$ cat src/rtl/vic_fiq_ctrl.sv
// -----------------------------------------------------------------------------
// vic_fiq_ctrl
//
// FIQ request path of the vectored interrupt controller. Each source is
// sampled into a two-stage register chain. In edge mode a rising edge of the
// sampled line sets a sticky latch. Software clears the latch with a
// write-1-to-clear pulse, or the core clears it by acknowledging the reported
// source. In level mode the sampled line is reported directly. The masked
// pending set is reduced to a registered valid flag, a registered request
// (gated by the global FIQ enable) and the registered index of the
// lowest-numbered pending source.
//
// Parameters
//   NUM_SRC        number of interrupt sources (2..32)
//   ID_W           width of the source ID, derived from NUM_SRC
//
// Ports
//   HCLK           clock; every state update happens on its rising edge
//   HRESETn        synchronous active-low reset
//   VICIntSource   raw interrupt lines, active-high, synchronous to HCLK
//   VICEdgeSel     per-source mode: 1 = rising-edge, 0 = level
//   VICIntEnable   per-source mask, 1 = enabled
//   VICFIQEn       global FIQ enable
//   VICIntClear    one-cycle write-1-to-clear pulses for the edge latches
//   VICFIQAck      acknowledge of the currently reported source
//   VICRawStatus   unmasked pending status
//   VICFIQStatus   pending status masked by VICIntEnable
//   VICFIQRequest  registered FIQ request
//   VICFIQValid    registered: some masked source is pending
//   VICFIQId       registered index of the lowest pending source
// -----------------------------------------------------------------------------
module vic_fiq_ctrl #(
  parameter int  NUM_SRC = 32,
  localparam int ID_W    = $clog2(NUM_SRC)
) (
  input  logic               HCLK,
  input  logic               HRESETn,
  input  logic [NUM_SRC-1:0] VICIntSource,
  input  logic [NUM_SRC-1:0] VICEdgeSel,
  input  logic [NUM_SRC-1:0] VICIntEnable,
  input  logic               VICFIQEn,
  input  logic [NUM_SRC-1:0] VICIntClear,
  input  logic               VICFIQAck,
  output logic [NUM_SRC-1:0] VICRawStatus,
  output logic [NUM_SRC-1:0] VICFIQStatus,
  output logic               VICFIQRequest,
  output logic               VICFIQValid,
  output logic [ID_W-1:0]    VICFIQId
);

  // ---------------------------------------------------------------------------
  // State
  // ---------------------------------------------------------------------------
  logic [NUM_SRC-1:0] src_q;    // first sample of the source lines
  logic [NUM_SRC-1:0] src_qq;   // previous sample, for rising-edge detection
  logic [NUM_SRC-1:0] edge_q;   // sticky edge latches
  logic [NUM_SRC-1:0] edge_d;
  logic               req_q;
  logic               req_d;
  logic               valid_q;
  logic               valid_d;
  logic [ID_W-1:0]    id_q;
  logic [ID_W-1:0]    id_d;

  // ---------------------------------------------------------------------------
  // Combinational status
  // ---------------------------------------------------------------------------
  logic [NUM_SRC-1:0] rise;
  logic [NUM_SRC-1:0] ack_hit;
  logic [NUM_SRC-1:0] raw_status;
  logic [NUM_SRC-1:0] fiq_status;

  assign rise       = src_q & ~src_qq;
  assign raw_status = (VICEdgeSel & edge_q) | (~VICEdgeSel & src_q);
  assign fiq_status = raw_status & VICIntEnable;

  // An acknowledge only counts while a request is actually being presented;
  // it then targets the source named by the registered ID.
  always_comb begin
    // NOTE: every always_comb output gets a default before any conditional
    // assignment, so no path leaves it unassigned and no latch is inferred.
    ack_hit = '0;
    for (int i = 0; i < NUM_SRC; i++) begin
      ack_hit[i] = VICFIQAck & req_q & (id_q == ID_W'(i));
    end
  end

  // Edge latch next state. A new edge wins over a clear or acknowledge in the
  // same cycle so that it is never lost. Level-mode bits are held at zero,
  // which also discards a pending latch when a source leaves edge mode.
  assign edge_d = VICEdgeSel & (rise | (edge_q & ~VICIntClear & ~ack_hit));

  // Lowest-index priority encoder over the masked status. Scanning from the
  // top down lets the lowest set bit write last and win.
  always_comb begin
    id_d = '0;
    for (int i = NUM_SRC - 1; i >= 0; i--) begin
      // NOTE: blocking assignment is correct here; inside combinational logic
      // each loop iteration must see the value written by the one before it.
      if (fiq_status[i]) id_d = ID_W'(i);
    end
  end

  assign valid_d = |fiq_status;
  assign req_d   = VICFIQEn & valid_d;

  // ---------------------------------------------------------------------------
  // Registers
  // ---------------------------------------------------------------------------
  always_ff @(posedge HCLK) begin
    if (!HRESETn) begin
      // NOTE: every state element, including the per-source vectors, is reset;
      // a reset must discard all pending edges and sampled history.
      src_q   <= '0;
      src_qq  <= '0;
      edge_q  <= '0;
      req_q   <= 1'b0;
      valid_q <= 1'b0;
      id_q    <= '0;
    end else begin
      // NOTE: non-blocking assignments so all registers update from the
      // pre-edge values, giving a true two-stage sampling chain.
      src_q   <= VICIntSource;
      src_qq  <= src_q;
      edge_q  <= edge_d;
      req_q   <= req_d;
      valid_q <= valid_d;
      id_q    <= id_d;
    end
  end

  // ---------------------------------------------------------------------------
  // Outputs
  // ---------------------------------------------------------------------------
  assign VICRawStatus  = raw_status;
  assign VICFIQStatus  = fiq_status;
  assign VICFIQRequest = req_q;
  assign VICFIQValid   = valid_q;
  assign VICFIQId      = id_q;

endmodule

$ cat config.mk
export PLATFORM = sky130hd
export DESIGN_NAME = vic_fiq_ctrl
export DESIGN_NICKNAME = d
export VERILOG_FILES = /design/src/rtl/vic_fiq_ctrl.sv
export SDC_FILE = /design/constraint.sdc
export NUM_CORES = 1
export LEC_CHECK = 0
export BUFFER_PORTS_ARGS = -buffer_cell sky130_fd_sc_hd__buf_2
export CAP_MARGIN = 20
export CORE_MARGIN = 3
export CORE_UTILIZATION = 47
export CTS_BUF_LIST = sky130_fd_sc_hd__clkbuf_16
export DETAILED_ROUTE_END_ITERATION = 8
export GPL_ROUTABILITY_DRIVEN = 0
export PLACE_DENSITY_LB_ADDON = 0.3
export SLEW_MARGIN = 25
export SYNTH_ARGS = -nofsm -noshare
export SYNTH_HDL_FRONTEND = slang
export SYNTH_SLANG_ARGS = --single-unit
export TNS_END_PERCENT = 1
$ cat constraint.sdc
create_clock -name HCLK -period 2.69 [get_ports HCLK]
set_input_delay 0.6725 -clock HCLK [delete_from_list [all_inputs] [get_ports HCLK]]
set_output_delay 0.6725 -clock HCLK [all_outputs]
set_load 0.03 [all_outputs]
Word-level counts from Yosys, hierarchy flattened
Cells that the tools add are included.
{ "totals": {"regBits": 103} }
{ "op_classes": {"bitwise": 48, "mux": 31, "n_reduce_logical": 7, "n_eq_ne": 31} }
{ "ops": {"columns": ["op", "count"], "rows": [
  ["AND 32 bit", 7],
  ["inverter 32 bit", 4],
  ["equality test 5 bit, second input constant", 16],
  ["2-to-1 mux 5 bit", 16],
  ["bitwise OR 32 bit", 2],
  ["equality test 5 x 4 -> 1 bit, second input constant", 8],
  ["AND 1 bit", 34],
  ["2-to-1 mux 4 bit", 8],
  ["OR reduction 32 bit", 1],
  ["equality test 5 x 3 -> 1 bit, second input constant", 4],
  ["OR reduction 17 bit", 1],
  ["2-to-1 mux 3 bit", 4],
  ["equality test 5 x 2 -> 1 bit, second input constant", 2],
  ["OR reduction 9 bit", 1],
  ["equality test 5 x 1 -> 1 bit, second input constant", 1],
  ["zero test 5 bit", 1],
  ["OR reduction 5 bit", 1],
  ["2-to-1 mux 2 bit", 2],
  ["OR reduction 3 bit", 1],
  ["OR reduction 2 bit", 1],
  ["2-to-1 mux 1 bit", 1],
  ["inverter 1 bit", 1]
]} }

Logic depth before layout (Yosys ltp)
{ "logic_depth": {"depth_word": 35, "mapped_depth": 7, "ltp_nobuf": 7} }

Least setup slack after synthesis
No wires, ideal clock.
{ "synth_timing": {"path_kind": "input port to flip-flop", "from": "in VICEdgeSel[17]", "to": "reg req_q (netlist: VICFIQRequest)", "t_required_ns": 2.553, "arrival_time_ns": 2.362, "stages": 6, "path_buffers": 0, "setup_time_ns": 0.137, "slack_ns": 0.191, "cell_sequence": "mux2_2 -> and2_1 -> or4_4 -> nand2b_4 -> nor4_2 -> a21oi_1"} }
{ "synth_via": {"elab_chain_len": 6, "word_cells_on_any_way": 7, "classes_between": "6 x bitwise; 1 x reduce/logical"} }
{ "synth_rtl": {"columns": ["element", "line", "text"], "rows": [
  ["from (decl)", "39", "input logic [NUM_SRC-1:0] VICEdgeSel,"],
  ["inverter 32 bit", "74", "assign raw_status = (VICEdgeSel & edge_q) | (~VICEdgeSel & src_q);"],
  ["AND 32 bit", "74", null],
  ["bitwise OR 32 bit *", "74", null],
  ["AND 32 bit *", "75", "assign fiq_status = raw_status & VICIntEnable;"],
  ["net VICFIQStatus[17]", "45", "output logic [NUM_SRC-1:0] VICFIQStatus,"],
  ["OR reduction 32 bit *", "104", "assign valid_d = |fiq_status;"],
  ["AND 1 bit *", "105", "assign req_d = VICFIQEn & valid_d;"],
  ["to (signal assigned)", "126", "req_q <= req_d;"],
  ["to (decl)", "58", "logic req_q;"]
]} }
The timed path passes the listed nets; every way through them passes the cells marked *.
A chain may end at the register's enable or synchronous reset.

Worst setup path in the final report
{ "layout_timing": {"from": "in VICEdgeSel[3]", "to": "out VICFIQStatus[3]"} }
{ "layout_via": {"elab_chain_len": 4, "word_cells_on_any_way": 5, "classes_between": "5 x bitwise"} }
{ "layout_rtl": {"columns": ["element", "line"], "rows": [
  ["inverter 32 bit", "74"],
  ["AND 32 bit", "74"],
  ["bitwise OR 32 bit *", "74"],
  ["AND 32 bit *", "75"],
  ["to (decl)", "45"]
]} }
Every way passes the cells marked *; elsewhere a longest branch is shown, timed or not.

==> reports/qor.txt <==
Area share of the largest cell type after synthesis -> 46.1%
Remaining routing DRC violations -> 0
Largest area contributor in the netlist -> sky130_fd_sc_hd__dfxtp_1
Post-Syn Area -> 4470 sq um
Clock net sink count -> 103
Full die area -> 10,700 sq um
Synth Register Bits -> 103
Post-CTS clock slew at the launch and capture registers of the worst setup and hold paths -> 0.07 ns
Seq. cell area -> 2060 sq um
Hold bufs inserted after CTS -> 0
Boundary pin count -> 203
F_max -> 445 MHz
Instance area at placement -> 5640 sq um
Period Utilization, post-route -> 83.6%
Post-Syn Nets -> 635
Total of fill cells in the finished design -> 787
DRT Pass-1 Iters -> 4
N_diodes -> 0
Number of buffers between clock root and the deepest sink -> 2
Final slew viol count -> 0
Pwr per Cell Area -> 595 nW/um^2
Remaining number of nets flagged by the antenna check after routing -> 0
Count of H-tree levels built during CTS -> 3
Worst vdd ir -> 0.275 mV
Largest fanout of any net on the critical path -> 5
Maximum capacitance violations -> 0
Hold Slack -> 0.471 ns
Most instantiated flip-flop cell in the synthesis netlist -> sky130_fd_sc_hd__dfxtp_1
Quantity of I/O buffers inserted on ports -> 202
Seq/Total Area, Yosys -> 46.1%
Global-route total usage across every layer -> 24.7%
PostCTS Resize Cnt -> 0
Leakage power of the design -> 2.90 nW
Normalized max-slew margin -> 56.2%
Outcome -> completed
Endpoint type of the worst setup path -> primary output
Number of distinct standard cells referenced by the synthesized netlist -> 45
Source-to-sink clock delay at the later pin of the worst-skew pair -> 0.33 ns
TritonCTS buffer count -> 9
Area of combinational cells with multiple inputs -> 2290 sq um
Data required time at the worst endpoint -> 2.02 ns
Routed wire length -> 13.4 mm
Number of vias in the routed layout -> 4,296
Cell row count -> 34
Number of warning messages in the yosys log -> 0
Initial standard-cell utilization of the core -> 49.8%
Transition time at the pin with the least slew margin -> 0.649 ns
Worst Path Arrival -> 1.58 ns
DRC marker count from the first detailed-route iteration -> 174
Kind of cell adding the most delay to the critical path -> multiplexers
Final critical-path required period -> 2.25 ns
Vias in the first global route -> 4,461
Net count of the finished layout -> 842
Wire length of the first global-routing pass -> 21.6 mm
Crit path max-delay cell type -> sky130_fd_sc_hd__mux2_2
Post-detailed-placement half-perimeter wirelength -> 10.9 mm
Hold violation count in the final report -> 0
Mapped Avg Cell Area -> 8.89 sq um
Antenna violations before repair -> 0
Number of enable flip-flop cells after synthesis -> 0
Total congestion overflow after global routing -> 0
Total setup buffers inserted after CTS -> 0
Post-Layout Inst Area -> 5920 sq um
Total setup violations reported at the end of the flow -> 0
CTS tree -> built
CP cell instances -> buf_2, mux2_2, and2_0, buf_2
Classification of the worst-slack hold path -> register to register
Number of cells produced by synthesis -> 503
RSZ-0062 raised after global routing -> false
Floorplan core area -> 8980 sq um
Die height -> 104 um
Die span in x -> 104 um
Avg WL per Cell -> 16.0 um
Share of post-route cells with drive strength above 1 -> 36.9%
Library cell appearing most often on the critical path -> sky130_fd_sc_hd__buf_2
Clk_skew -> 0.00999 ns
Via/cell ratio -> 5.12
Setup crit start kind -> input pin
Synth top area cells -> sky130_fd_sc_hd__dfxtp_1 46%, sky130_fd_sc_hd__and2_1 10%, sky130_fd_sc_hd__mux2_2 7.1%
Setup Crit Path Kind -> input pin to primary output
Library cell used as clock root buffer -> sky130_fd_sc_hd__clkbuf_16
Layout Area Growth over Synthesis -> 32.5%
R2R Setup Slk -> 0.68 ns
Largest net degree at the start of global routing -> 51
Sum of buffers and inverters on the critical path -> 2
Share of async-settable or async-resettable flops after synthesis -> 0%
Summed negative setup slack over all endpoints -> 0 ns
Critical Path Max Stage Delay -> 0.34 ns
[final cells by class]
type,instances,share of cell area [%]
multi-input cells,369,38.7
clock inverters,5,0.993
clock buffers,9,3.80
inverters,19,1.20
flip-flops and latches,103,34.8
repair buffers,208,17.8
well taps,126,2.66
[worst min-delay path, stage by stage, from the launching register on]
cell	delay, ns
sky130_fd_sc_hd__dfxtp_1	0.32
sky130_fd_sc_hd__nand2b_1	0.07
sky130_fd_sc_hd__a21oi_1	0.05
[flip-flops by register name (all words and copies together), names as in the netlist]
| signal | cells |
|---|---|
| VICFIQId | 5 |
| VICFIQRequest | 1 |
| VICFIQValid | 1 |
| edge_q | 32 |
| src_q | 32 |
| src_qq | 32 |
[stage by stage]
| step | utilization [%] | worst slack [ns] | instances | total power (W) |
|---|---|---|---|---|
| after CTS | 66.0 | 0.434 | 839 | 0.00355 |
| after global placement | 62.8 | 0.251 | 825 | 0.00228 |
| final | 66.0 | 0.441 | 839 | 0.00352 |
| after floorplan | - | 0.191 | 503 | 0.00203 |
| after detailed placement | 62.8 | 0.200 | 825 | 0.00229 |
| after global routing | 66.0 | 0.417 | 839 | 0.00367 |
[power by group]
part / switching (W) / internal, W
clock: 0.000552 / 0.000715
sequential: 0.0000480 / 0.00160
combinational: 0.000362 / 0.000249
[cells by family (layout without fill, tap and decap cells)]
kind of cell | count (synthesis) | count (layout) | share of synthesized area (%)
and+or+nand+nor | 247 | 247 | 31.3
buffers and inverters | 31 | 241 | 2.60
muxes | 32 | 32 | 8.28
DFF | 103 | 103 | 46.1
AOI/OAI and AO/OA | 90 | 90 | 11.7
[synthesized netlist by cell type (all sizes together), types with 2 or more instances]
library cell	instances
nand2b	35
a211oi	3
o2111ai	2
nor4	5
a22oi	5
nor2b	30
clkbuf	11
mux2	31
and3	4
nand2	65
and2	78
dfxtp	103
a21oi	38
a2111oi	2
o311ai	3
o21ai	29
nor3	2
nand3b	8
nor2	6
inv	19
nand3	8
[path summary, 6_finish.rpt]
kind	from	endpoint	cells after the start
worst min register to register	src_q[2]	edge_q[2]	2
worst max register to register	src_q[28]	VICFIQId[2]	6
worst min-delay path	src_q[2]	edge_q[2]	2
worst max-delay path	VICEdgeSel[3]	VICFIQStatus[3]	4
[layout by cell type, fill, tap and decap left out, types with 3 or more instances in the layout]
cell type | Yosys | routed
sky130_fd_sc_hd__o311ai_0 | 3 | 3
sky130_fd_sc_hd__nor4_1 | 4 | 4
sky130_fd_sc_hd__nor2b_1 | 30 | 30
sky130_fd_sc_hd__inv_1 | 18 | 18
sky130_fd_sc_hd__dfxtp_1 | 103 | 103
sky130_fd_sc_hd__a22oi_1 | 5 | 5
sky130_fd_sc_hd__nand2b_1 | 34 | 34
sky130_fd_sc_hd__nor2_1 | 6 | 6
sky130_fd_sc_hd__and2_1 | 74 | 74
sky130_fd_sc_hd__clkbuf_16 | 0 | 9
sky130_fd_sc_hd__nand3b_1 | 8 | 8
sky130_fd_sc_hd__and3_1 | 3 | 3
sky130_fd_sc_hd__mux2_4 | 3 | 3
sky130_fd_sc_hd__buf_4 | 0 | 6
sky130_fd_sc_hd__nand3_1 | 8 | 8
sky130_fd_sc_hd__nand2_1 | 64 | 64
sky130_fd_sc_hd__a21oi_1 | 38 | 38
sky130_fd_sc_hd__a211oi_1 | 3 | 3
sky130_fd_sc_hd__buf_2 | 0 | 202
sky130_fd_sc_hd__o21ai_0 | 29 | 29
sky130_fd_sc_hd__mux2_2 | 28 | 28
[per-layer routing]
layer	track usage [%]	routed length [um]
met1	29.9	5470
met2	43.3	6620
met3	6.53	1120
met4	7.12	202
met5	0	0
Note: power is estimated with default switching activity, not from simulation.
